File: src/rtl/field_packer.sv
// field_packer: streaming MSB-first bit-field packer.
// Concatenates IN_W-bit fields into OUT_W-bit words; the final word of a
// packet is padded at its LSB end with PAD_BIT.
// Optional macro FIELD_PACKER_PAD_CNT_EN adds out_pad_bits (padding count
// of the final word).
module field_packer #(
  parameter int   IN_W    = 5,
  parameter int   OUT_W   = 8,
  parameter logic PAD_BIT = 1'b1
) (
  input  logic             clk,
  input  logic             rst,
  input  logic             in_valid,
  output logic             in_ready,
  input  logic [IN_W-1:0]  in_data,
  input  logic             in_last,
  output logic             out_valid,
  input  logic             out_ready,
  output logic [OUT_W-1:0] out_data,
  output logic             out_last
`ifdef FIELD_PACKER_PAD_CNT_EN
  ,
  output logic [$clog2(OUT_W+1)-1:0] out_pad_bits
`endif
);

  localparam int ACC_W = OUT_W + IN_W - 1;
  localparam int CW    = $clog2(ACC_W + 1);
  localparam logic [CW-1:0] OUT_C = CW'(OUT_W);
  localparam logic [CW-1:0] IN_C  = CW'(IN_W);

  typedef enum logic {FILL, FLUSH} state_t;

  state_t            state_q, state_d;
  logic [ACC_W-1:0]  acc_q, acc_d;
  logic [CW-1:0]     cnt_q, cnt_d;
  logic              flush;
  logic              pop, push;
  logic [ACC_W-1:0]  ins;

  // Output decode from registered state only; in_data never reaches outputs.
  always_comb begin
    flush     = (state_q == FLUSH);
    out_valid = (cnt_q >= OUT_C) || (flush && cnt_q != '0);
    out_last  = flush && (cnt_q <= OUT_C) && (cnt_q != '0);
    // out_ready feeds in_ready directly so a full word can drain and a new
    // field enter in the same cycle (1 field/cycle sustained).
    in_ready  = !flush && ((cnt_q < OUT_C) || out_ready);
    for (int j = 0; j < OUT_W; j++) begin
      if (flush && (cnt_q < OUT_C) && (j < OUT_W - int'(cnt_q)))
        out_data[j] = PAD_BIT;
      else
        out_data[j] = acc_q[ACC_W-OUT_W+j];
    end
  end

`ifdef FIELD_PACKER_PAD_CNT_EN
  // Number of padded LSBs in the final word of a packet.
  always_comb begin
    out_pad_bits = '0;
    if (out_last && (cnt_q < OUT_C))
      out_pad_bits = ($clog2(OUT_W+1))'(OUT_W - int'(cnt_q));
  end
`endif

  // Next state: pop (shift out a word) is applied before push (append field).
  always_comb begin
    pop     = out_valid && out_ready;
    push    = in_valid && in_ready;
    acc_d   = acc_q;
    cnt_d   = cnt_q;
    state_d = state_q;
    ins     = '0;
    if (pop) begin
      acc_d = acc_q << OUT_W;
      cnt_d = (cnt_q > OUT_C) ? cnt_q - OUT_C : '0;
      if (out_last) state_d = FILL;
    end
    if (push) begin
      // Left-align the field, then drop it just below the held bits; the
      // region below cnt is always zero so OR is a plain write.
      ins[ACC_W-1 -: IN_W] = in_data;
      acc_d = acc_d | (ins >> cnt_d);
      cnt_d = cnt_d + IN_C;
      if (in_last) state_d = FLUSH;
    end
  end

  // State registers; reset discards any partial packet.
  always_ff @(posedge clk or posedge rst) begin
    if (rst) begin
      state_q <= FILL;
      acc_q   <= '0;
      cnt_q   <= '0;
    end else begin
      state_q <= state_d;
      acc_q   <= acc_d;
      cnt_q   <= cnt_d;
    end
  end

endmodule

File: config.mk
export PLATFORM = sky130hd
export DESIGN_NAME = field_packer
export DESIGN_NICKNAME = d
export VERILOG_FILES = /design/src/rtl/field_packer.sv
export SDC_FILE = /design/constraint.sdc
export NUM_CORES = 1
export LEC_CHECK = 0
export ABC_AREA = 1
export ABC_CLOCK_PERIOD_IN_PS = 2650
export CORE_ASPECT_RATIO = 0.75
export CORE_MARGIN = 10
export CORE_UTILIZATION = 35
export CTS_BUF_LIST = sky130_fd_sc_hd__clkbuf_16
export DETAILED_ROUTE_END_ITERATION = 8
export PLACE_DENSITY = 0.66
export SYNTH_ARGS = -nofsm -noshare
export SYNTH_HDL_FRONTEND = slang
export SYNTH_SLANG_ARGS = --single-unit
export TNS_END_PERCENT = 30
File: constraint.sdc
create_clock -name clk -period 2.65 [get_ports clk]
set_input_delay 0.53 -clock clk [delete_from_list [all_inputs] [get_ports clk]]
set_output_delay 0.53 -clock clk [all_outputs]
set_load 0.01 [all_outputs]
# [Yosys cells after proc, flatten, opt, wreduce, memory -nomap -nowiden]
# Index checks and enable logic that the tools add are counted.
[classes] add_sub_neg=3 order_cmp=12 shifts=1 mux=17 bitwise=1 reduce_logical=19
[op_table] cell="$mux 12" n=2
[op_table] cell="$lt 4x5->1 const A" n=4
[op_table] cell="$logic_and 1x1->1" n=15
[op_table] cell="$mux 1" n=12
[op_table] cell="$mux 4" n=3
[op_table] cell="$or 12x12->12" n=1
[op_table] cell="$shr 12x4->12" n=1
[op_table] cell="$lt 3x5->1 const A" n=2
[op_table] cell="$lt 1x5->1 const A" n=1
[op_table] cell="$lt 2x5->1 const A" n=1
[op_table] cell="$sub 4x4->5 const A" n=1
[op_table] cell="$add 4x3->4 const B" n=1
[op_table] cell="$ge 4x4->1 const B" n=1
[op_table] cell="$gt 4x4->1 const B" n=1
[op_table] cell="$le 4x4->1 const B" n=1
[op_table] cell="$lt 4x4->1 const B" n=1
[op_table] cell="$reduce_bool 4->1" n=1
[op_table] cell="$sub 4x4->4 const B" n=1
[op_table] cell="$logic_or 1x1->1" n=2
[op_table] cell="$logic_not 1->1" n=1
[word_totals] ff_bits=17 input_bits=10 out_inout_bits=11 word_cells=56

# [Depth between registers and ports, before layout]
# Gate-level depths: netlist of run 1.
[logic_depth] word_depth=8 ltp_mapped=12 ltp_nobuf=12

# [Worst setup path after synthesis of run 1]
# No wires, ideal clock.
[synth_path] kind="reg2out" startpoint="register cnt_q[0]" endpoint="output out_data[5]" t_arrival_ns=1.518 required_ns=2.120 setup_slack_ns=0.602 path_stages_with_launch=11 path_buffers=0 cell_sequence="dfrtp_1 inv_1 ha_1 inv_1 nor2_2 nor2_1 nor2_1 inv_1 nand2_1 nor2_1 or2_2"
[synth_via] elab_chain_cells=4 word_cells_on_any_way=6 classes_between="add/sub: 1; order compare: 2; mux: 1; reduce/logical: 2"
[synth_lines] item="start, declared" line_no="36" source="logic [CW-1:0] cnt_q, cnt_d;"
[synth_lines] item="start signal, assigned" line_no="98" source="cnt_q <= cnt_d;"
[synth_lines] item="$sub 4x4->5 / $lt 4x4->1 (equally long branches)" line_no="50" source="if (flush && (cnt_q < OUT_C) && (j < OUT_W - int'(cnt_q)))"
[synth_lines] item="$lt 4x5->1 / $logic_and 1x1->1 (equally long branches)" line_no="50"
[synth_lines] item="$logic_and 1x1->1 (*)" line_no="50"
[synth_lines] item="$mux 1 (*)" line_no="50"
[synth_lines] item="end, declared" line_no="19" source="output logic [OUT_W-1:0] out_data,"
# Mark *: on every way between the ends. The rest lies on a longest branch, timed or not.

# [Final worst setup path of run 1]
[layout_path] startpoint="register cnt_q[1]" endpoint="output out_data[5]"
# The elaborated chain is that of the path after synthesis.

==> results of run 1 <==
## metal layers
| metal | up-vias | global-route usage [%] | share of wire (%) |
|---|---|---|---|
| li1 | 573 | - | - |
| met1 | 582 | 15.3 | 47 |
| met2 | 37 | 16.1 | 44 |
| met3 | 5 | 1.95 | 6.8 |
| met4 | 0 | 5.91 | 1.9 |
| met5 | - | 0 | 0 |
## area by class of cell
type	count	share of cell area, %
multi-input combinational	115	44.0
sequential	17	27.6
timing repair buffer	24	14.7
inverter	22	5.35
clock buffer	3	4.87
tap	40	3.24
clock inverter	1	0.243
## flip-flops by register name, indices dropped and copies added, names as in the netlist
signal,count
flush,1
acc_q,12
cnt_q,4
## cell usage after synthesis, types with 2 or more instances
library cell	count	area [um^2]
nand4_1	7	43.8
o21ai_0	2	10.0
nor2_2	2	12.5
nand3_2	3	30.0
inv_1	17	63.8
nor2_1	7	26.3
inv_2	5	18.8
a21oi_2	2	17.5
o21bai_1	2	15.0
o21ai_1	3	15.0
nand2_2	3	18.8
dfrtp_1	17	425
nand2_1	37	139
nand2_4	3	33.8
xor2_1	2	17.5
nand3_1	25	125
a21oi_1	3	15.0
## where the power goes
| part | internal (W) | switching (W) |
|---|---|---|
| sequential | 0.000368 | 0.0000922 |
| combinational | 0.000549 | 0.000804 |
| clock | 0.000200 | 0.0000987 |
| total | 0.00112 | 0.000995 |
## worst max-delay path: stages, from the launching register on
cell           delay [ps]
dfrtp_1               380
inv_1                  90
ha_2                  200
inv_1                  70
nor2_4                130
nor2_2                 70
nor2_1                100
inv_1                  90
nand2_1                80
nor2_1                 50
or2_2                 260
dlygate4sd2_1         280
## cell usage in the layout (no fill, tap or decap), types with 2 or more instances in the layout
| cell | Yosys | final |
|---|---|---|
| dlygate4sd2_1 | 0 | 5 |
| nor2_1 | 7 | 6 |
| inv_1 | 17 | 18 |
| nor2_4 | 1 | 2 |
| dfrtp_1 | 17 | 17 |
| a21oi_1 | 3 | 3 |
| nand3_1 | 25 | 25 |
| nand2_2 | 3 | 3 |
| nand2_4 | 3 | 3 |
| o21ai_1 | 3 | 3 |
| nand3_2 | 3 | 3 |
| nand4_1 | 7 | 7 |
| xor2_1 | 2 | 2 |
| a21oi_2 | 2 | 2 |
| o21bai_1 | 2 | 2 |
| nor2_2 | 2 | 2 |
| clkdlybuf4s50_1 | 0 | 14 |
| clkbuf_16 | 0 | 3 |
| buf_4 | 1 | 4 |
| inv_2 | 5 | 5 |
| nand2_1 | 37 | 37 |
## final timing paths
kind                               startpoint                   to  slack [ps]  cells past startpoint
max                        cnt_q[1]$_DFF_PP0_          out_data[5]          70                     11
min                        acc_q[2]$_DFF_PP0_   acc_q[2]$_DFF_PP0_         490                      2
max reg2reg                cnt_q[0]$_DFF_PP0_   acc_q[9]$_DFF_PP0_         730                     11
min reg2reg                acc_q[2]$_DFF_PP0_   acc_q[2]$_DFF_PP0_         490                      2
max in group asynchronous                 rst  acc_q[10]$_DFF_PP0_        1570                      2
min in group asynchronous                 rst   cnt_q[2]$_DFF_PP0_         660                      2
## metrics by stage
step                hold WS [ps]  setup TNS [ps]
floorplan                    448               0
global placement             466               0
detailed placement           478           -39.7
CTS                          491               0
global route                 521           -94.2
finish                       492               0
## kinds of logic (layout without fill, tap and decap cells)
| logic type | after synthesis | after routing |
|---|---|---|
| and+or+nand+nor | 93 | 93 |
| buffers and inverters | 26 | 50 |
| AOI/OAI and AO/OA | 18 | 18 |
| DFF | 17 | 17 |
| xor gates and xnor gates | 2 | 2 |
| adders and majority gates | 1 | 1 |
| muxes | 1 | 1 |
## what timing repair did
action                                  in CTS  in global routing
endpoints found under the setup margin       6                  4
resized for setup                            9                  2
hold buffers                                 0                  0
buffers inserted                             1                  0
==> flow_summary_export.csv, run 1 <==
group,metric,value,unit
status,outcome,"finished clean",
die,ios,21,
cts,ctsHtreeMaxLevel,1,
timing,rsz0062_at_grt,"true",
placed_design,placed_cell_area,1450,um^2
logic_synthesis,synth_top_family_by_area,"simple AND/OR/NAND/NOR gates",
logic_synthesis,syn_area_per_cell,7.71,um^2
drt,drt_wl_total,3340,um
drt,ant_nets,0,
placed_design,numPortBuffers,20,
timing,min_period_over_period,97.5,%
final_layout,final_cells,222,
power,p_leak,0.771,nW
logic_synthesis,yosys_warnings,0,
die,die_y,71.1,um
logic_synthesis,yosysSeqAreaShare,34.9,%
placed_design,dp_hpwl,2620,um
grt,grt_pass1_vias,1180,
final_layout,design_area,1540,um^2
logic_synthesis,synth_compound_area_share,10.6,%
timing,tightest_slew,645,ps
final_layout,synthToLayoutAreaGrowth,26.6,%
drt,drtPass1Iterations,4,
timing,hold_viol,0,
logic_synthesis,synth_xor_area_share,1.44,%
placed_design,gp_congestion,0.830,
final_layout,antenna_cells,0,
cts,clockBufferDepth,2,
grt,grt_usage,11.2,%
final_layout,fillers,337,
timing,setup_viol_count_final,0,
logic_synthesis,synthArstFlopShare,100,%
critical_path,cp.required,2120,ps
timing,timing.final.ws_setup,67.1,ps
die,die-area,6270,um^2
critical_path,worstSetupPathType,"flop to output pin",
drt,drcViolationCount,0,
logic_synthesis,muxShareOfSynthArea,0.924,%
drt,via_count,1197,
logic_synthesis,synth_cell_types,35,
grt,grt_max_degree,18,
cts,cts_tree,"built",
logic_synthesis,synth_edf_count,0,
logic_synthesis,synthFlopType,"dfrtp_1",
logic_synthesis,synth_fa_ha_area_share,1.03,%
timing,fin_crit,2580,ps
die,rows,18,
die,core-area,3310,um^2
cts,cts_sinks,17,
die,initial_utilization,36.8,%
final_layout,fin_util,46.6,%
drt,drt_iter0_drc,140,
timing,maxSlewHeadroom,57.0,%
drt,viasPerCell,5.39,
critical_path,worstSetupEndpointType,"output pin",
drt,wl_per_cell,15.0,um
logic_synthesis,ys_seq_elements,17,
critical_path,cp.arrival,2050,ps
grt,grt_pass1_wl,5670,um
cts,cts-root-buf,"clkbuf_16",
power,peakVddDrop,0.000499,V
final_layout,multi_input_comb_area,679,um^2
critical_path,startpoint_type,"flop",
final_layout,layout.nets,194,
timing,skew,4.87,ps
cts,clk_pin_slew_worst_paths,50,ps
logic_synthesis,syn_area,1220,um^2
logic_synthesis,syn-num-nets,169,
timing,max_clock_freq,0.387,GHz
logic_synthesis,synthCells,158,
worst_hold_path,min_path_type,"flop to flop",
critical_path,crit_fanout,4,
grt,grt.overflow.total,0,
timing,slew_viol_final,0,
final_layout,ff_latch_area,425,um^2
logic_synthesis,synth-simple-area-share,40.7,%
die,die_w,88.1,um
cts,cts_made_buffers,3,
cts,insertion_delay,250,ps
final_layout,drive_gt1_share,19.8,%
grt,grt_antenna_before_repair,0,
job,maxCapViolCount,0,
power,totalPowerFinal,0.00211,W
placed_design,place_inst,217,
placed_design,place_ws,-31.3,ps
power,p_per_area,1370,nW/um^2
No activity file was read; power rests on OpenSTA's default activity.
==> run 2: changes to the inputs <==
- GPL_TIMING_DRIVEN: unset -> 0
==> flow_summary_export.csv, run 2 (synthesis gave the netlist of run 1 again) <==
group,metric,value,unit
die,die_w,88.1,um
grt,grt.overflow.total,0,
cts,insertion_delay,250,ps
timing,rsz0062_at_grt,"true",
final_layout,design_area,1570,um^2
worst_hold_path,min_path_type,"flop to flop",
grt,grt_usage,10.5,%
drt,drcViolationCount,0,
critical_path,cp.arrival,2100,ps
cts,clk_pin_slew_worst_paths,50,ps
grt,grt_antenna_before_repair,0,
cts,cts_made_buffers,3,
timing,setup_viol_count_final,0,
drt,ant_nets,0,
drt,drtPass1Iterations,4,
grt,met3_usage,1.83,%
grt,grt_max_degree,18,
timing,maxSlewHeadroom,56.6,%
timing,hold_viol,0,
timing,max_clock_freq,0.380,GHz
critical_path,startpoint_type,"flop",
power,p_leak,0.802,nW
drt,via_count,1129,
die,die_y,71.1,um
die,core-area,3310,um^2
timing,slew_viol_final,0,
drt,drt_wl_total,3120,um
status,outcome,"finished clean",
final_layout,layout.nets,194,
final_layout,final_cells,222,
grt,met1_usage,15.0,%
timing,fin_crit,2630,ps
final_layout,synthToLayoutAreaGrowth,29.1,%
timing,skew,6.25,ps
placed_design,dp_hpwl,2480,um
final_layout,final_cell_mix,"37 x nand2_1, 25 x nand3_1, 17 x dfrtp_1",
critical_path,worstSetupEndpointType,"output pin",
drt,drt_iter0_drc,101,
cts,cts_tree,"built",
job,maxCapViolCount,0,
critical_path,crit_fanout,5,
placed_design,place_inst,217,
final_layout,layout_commonest_cell,"nand2_1",
power,p_per_area,1370,nW/um^2
placed_design,numPortBuffers,19,
power,peakVddDrop,0.000502,V
critical_path,cp.required,2120,ps
die,ios,21,
cts,ctsHtreeMaxLevel,1,
final_layout,antenna_cells,0,
grt,grt_pass1_vias,1110,
critical_path,worstSetupPathType,"flop to output pin",
grt,grt-busiest-layer,"met1",
final_layout,largest_register_ffs,12,
timing,tightest_slew,650,ps
drt,viasPerCell,5.09,
cts,cts-root-buf,"clkbuf_16",
final_layout,largest-register,"acc_q",
cts,cts_sinks,17,
die,die-area,6270,um^2
grt,met2_usage,14.8,%
cts,clockBufferDepth,2,
die,rows,18,
grt,grt_pass1_wl,5350,um
die,initial_utilization,36.8,%
timing,min_period_over_period,99.2,%
placed_design,placed_cell_area,1460,um^2
placed_design,gp_congestion,0.798,
drt,wl_per_cell,14.0,um
final_layout,drive_gt1_share,20.9,%
cts,cts_hold_buf,0,
## run 2: report_power, final
group	switching, W	internal (W)
sequential	0.0000894	0.000368
clock	0.000101	0.000200
combinational	0.000803	0.000591
## run 2: per-stage QoR
stage / total power (W) / setup TNS [ps] / util [%] / setup WS [ps] / hold slack [ps]
6_report: 0.00215 / 0 / 47.5 / 20.4 / 478
5_1_grt: 0.00236 / -93.7 / 47.5 / -93.7 / 523
4_1_cts: 0.00214 / -352 / 46.8 / -135 / 483
3_5_place_dp: 0.00184 / -284 / 44.1 / -114 / 469
3_3_place_gp: 0.00181 / 0 / 44.1 / 10.7 / 472
2_1_floorplan: 0.00135 / 0 / - / 602 / 448
## run 2: critical path, cell delays in order, from the launching register on
cell and delay (ps):
dfrtp_1 390, inv_2 110, ha_2 200, inv_1 60
nor2_4 130, nor2_2 70, nor2_1 130, inv_2 80
nand2_1 80, nor2_1 50, or2_2 260, dlygate4sd2_1 290
## run 2: final timing paths
kind | from | end | slack (ps) | depth (start not counted)
setup / recovery | cnt_q[0]$_DFF_PP0_ | out_data[5] | 20 | 11
hold / removal | acc_q[2]$_DFF_PP0_ | acc_q[2]$_DFF_PP0_ | 480 | 2
setup reg to reg | cnt_q[0]$_DFF_PP0_ | acc_q[9]$_DFF_PP0_ | 750 | 11
hold reg to reg | acc_q[2]$_DFF_PP0_ | acc_q[2]$_DFF_PP0_ | 480 | 2
max in group asynchronous | rst | acc_q[3]$_DFF_PP0_ | 1560 | 2
min in group asynchronous | rst | cnt_q[1]$_DFF_PP0_ | 670 | 2
## run 2: layout make-up
cell class	instances	area, um^2
clock buffer	3	75.1
fill	327	1740
sequential	17	425
clock inverter	1	3.75
buffer	4	45.0
timing repair buffer	20	204
multi-input combinational	115	687
tap	40	50.0
inverter	22	82.6
## run 2: what timing repair did
action	in CTS	in global routing
setup buffers	1	0
setup endpoints to repair	7	7
resized for setup	7	8
## run 2: routing by layer
metal / share of wire, % / vias up
li1: - / 571
met3: 6.0 / 5
met1: 50 / 523
met2: 42 / 30
met5: 0 / -
met4: 2.0 / 0
==> run 3: changes to the inputs <==
- ABC_AREA: 1 -> unset
==> flow_summary_export.csv, run 3 <==
group,metric,value,unit
status,outcome,"finished clean",
critical_path,cp.arrival,2030,ps
timing,fin_crit,2560,ps
grt,grt_usage,11.8,%
cts,cts_tree,"built",
logic_synthesis,yosysMostFrequentCell,"nand2_1",
die,die_y,71.5,um
power,p_per_area,1420,nW/um^2
final_layout,synthToLayoutAreaGrowth,31.8,%
logic_synthesis,synthFlopType,"dfrtp_1",
logic_synthesis,syn_area_per_cell,8.71,um^2
timing,tightest_slew,675,ps
critical_path,slowest_stage,"dfrtp_1",
die,rows,18,
job,maxCapViolCount,0,
cts,clockBufferDepth,2,
power,peakVddDrop,0.000527,V
drt,wl_per_cell,17.5,um
power,p_switching,0.00102,W
timing,max_clock_freq,0.391,GHz
critical_path,crit_fanout,8,
placed_design,gp_congestion,0.875,
placed_design,dp_hpwl,2680,um
critical_path,path_delay_family,"compound AO/OA/AOI/OAI gates",
logic_synthesis,yosys_warnings,0,
drt,drt_wl_total,3690,um
final_layout,antenna_cells,0,
logic_synthesis,syn_area,1240,um^2
power,power_switching_share,44.2,%
logic_synthesis,synthTopCellsByArea,"dfrtp_1 34%, nand2_1 5.8%, mux2i_1 5.7%",
logic_synthesis,synth_top_area_share,34.4,%
timing,min_period_over_period,96.6,%
final_layout,largest-register,"acc_q",
final_layout,drive_gt1_share,17.1,%
critical_path,crit_chain,"inv_4 -> ha_4 -> or3_1 -> a2111o_1 -> a31o_1 -> buf_2",
die,die-area,6330,um^2
grt,grt_pass1_vias,1243,
critical_path,cp.required,2120,ps
placed_design,numPortBuffers,20,
final_layout,final_cells,210,
logic_synthesis,yosysSeqAreaShare,34.4,%
final_layout,layout_commonest_cell,"nand2_1",
worst_hold_path,min_path_type,"flop to flop",
drt,via_count,1217,
logic_synthesis,synth_edf_count,0,
logic_synthesis,syn-num-nets,153,
power,combPwrFrac,67.3,%
logic_synthesis,synthArstFlopShare,100,%
logic_synthesis,synth_cell_types,43,
power,power_frac_seq,19.5,%
cts,ctsHtreeMaxLevel,1,
cts,clk_pin_slew_worst_paths,50,ps
final_layout,fin_util,48.9,%
logic_synthesis,synthTopCellsByCount,"19 x nand2_1, 17 x dfrtp_1, 10 x o21ai_0",
final_layout,layout.nets,182,
cts,cts_sinks,17,
final_layout,largest_register_ffs,12,
power,power_frac_clock,13.1,%
cts,cts_hold_buf,0,
die,die_w,88.6,um
final_layout,ff_latch_area,425,um^2
drt,drcViolationCount,0,
timing,skew,0.986,ps
drt,viasPerCell,5.80,
timing,slew_viol_final,0,
grt,grt.overflow.total,0,
cts,insertion_delay,250,ps
final_layout,fillers,323,
cts,cts-root-buf,"clkbuf_16",
power,p_int,0.00129,W
final_layout,multi_input_comb_area,773,um^2
cts,cts_made_buffers,3,
logic_synthesis,ys_seq_elements,17,
drt,drt_iter0_drc,212,
logic_synthesis,synthCells,142,
timing,rsz0062_at_grt,"false",
placed_design,place_inst,202,
critical_path,worst-path-buf-inv,2,
grt,grt_pass1_wl,6120,um
power,p_leak,0.741,nW
die,ios,21,
final_layout,final_cell_mix,"19 x nand2_1, 17 x dfrtp_1, 13 x clkdlybuf4s50_1",
critical_path,critPathMaxStageDelay,410,ps
logic_synthesis,synth_top_area_cell,"dfrtp_1",
timing,hold_viol,0,
timing,maxSlewHeadroom,54.9,%
drt,drtPass1Iterations,4,
timing,setup_viol_count_final,0,
grt,grt_antenna_before_repair,0,
die,initial_utilization,37.1,%
grt,grt_max_degree,18,
critical_path,startpoint_type,"flop",
critical_path,worstSetupPathType,"flop to output pin",
die,core-area,3330,um^2
drt,ant_nets,0,
critical_path,worstSetupEndpointType,"output pin",
-- run 3: cell count changes in the layout (fill, tap and decap cells not counted), moves of 4 or more --
cell / before / now
nand3_1: 25 / 3
nand2_1: 37 / 19
inv_1: 16 / 4
o21ai_0: 1 / 10
buf_2: 0 / 7
inv_2: 7 / 0
mux2i_1: 0 / 7
nand4_1: 7 / 1
a211oi_1: 0 / 4
a21o_1: 1 / 5
a22o_1: 0 / 4
nand2b_1: 0 / 4
-- run 3: worst min-delay path, cell delays in order, from the launching register on --
cell	delay (ps)
dfrtp_1	340
nand2_1	50
o21ai_0	60
-- run 3: cell families after synthesis --
family	count (synthesis)	synth area share [%]
AO/OA/AOI/OAI	50	28.8
XOR/XNOR	3	2.13
adder cells (fa/ha/maj)	1	1.01
buffers and inverters	13	5.26
flip-flops	17	34.4
multiplexers	8	6.58
AND/OR/NAND/NOR	50	21.8
-- run 3: cell type report --
cell class	count	share of cell area [%]
plain buffers	8	3.23
clock buffers	3	4.61
multi-input cells	112	47.5
well taps	40	3.07
clock inverters	1	0.230
inverters	5	1.61
flip-flops and latches	17	26.1
repair buffers	24	13.7
-- run 3: final timing paths --
| kind | startpoint | to | slack (ps) | cells past startpoint |
|---|---|---|---|---|
| max in group asynchronous | rst | cnt_q[1]$_DFF_PP0_ | 1530 | 2 |
| setup reg to reg | cnt_q[1]$_DFF_PP0_ | acc_q[7]$_DFF_PP0_ | 580 | 8 |
| hold / removal | acc_q[1]$_DFF_PP0_ | acc_q[1]$_DFF_PP0_ | 490 | 2 |
| setup / recovery | cnt_q[1]$_DFF_PP0_ | out_data[4] | 90 | 6 |
| hold reg to reg | acc_q[1]$_DFF_PP0_ | acc_q[1]$_DFF_PP0_ | 490 | 2 |
| min in group asynchronous | rst | acc_q[5]$_DFF_PP0_ | 690 | 2 |
-- run 3: per-layer routing --
layer	wire, um	vias up	GRT usage [%]
met4	11	0	1.97
met5	0	-	0
met2	1660	55	17.6
li1	-	578	-
met1	1650	582	16.2
met3	369	2	3.95
-- run 3: power by group through the flow --
stage	combinational, W	clock (W)	sequential [W]
final	0.00155	0.000303	0.000451
after global placement	0.00145	0	0.000447
after CTS	0.00150	0.000305	0.000448
after global routing	0.00169	0.000320	0.000467
after detailed placement	0.00146	0	0.000450
after floorplan	0.000967	0	0.000428
-- run 3: per-stage QoR --
stage	TNS, ps	instance area, um^2	setup WS [ps]	hold WS [ps]	power [W]
2_1_floorplan	0	1240	312	449	0.00140
3_3_place_gp	-1160	1490	-302	481	0.00190
3_5_place_dp	-1070	1490	-283	474	0.00191
4_1_cts	-5.31	1600	-5.31	486	0.00225
5_1_grt	0	1630	10.4	529	0.00248
6_report	0	1630	89.7	489	0.00231
-- run 3: repair_timing --
action                                  4_1_cts  5_1_grt
gates resized for setup                      16        7
buffers inserted                              2        2
pin swaps                                     3        2
endpoints found under the setup margin        8        4
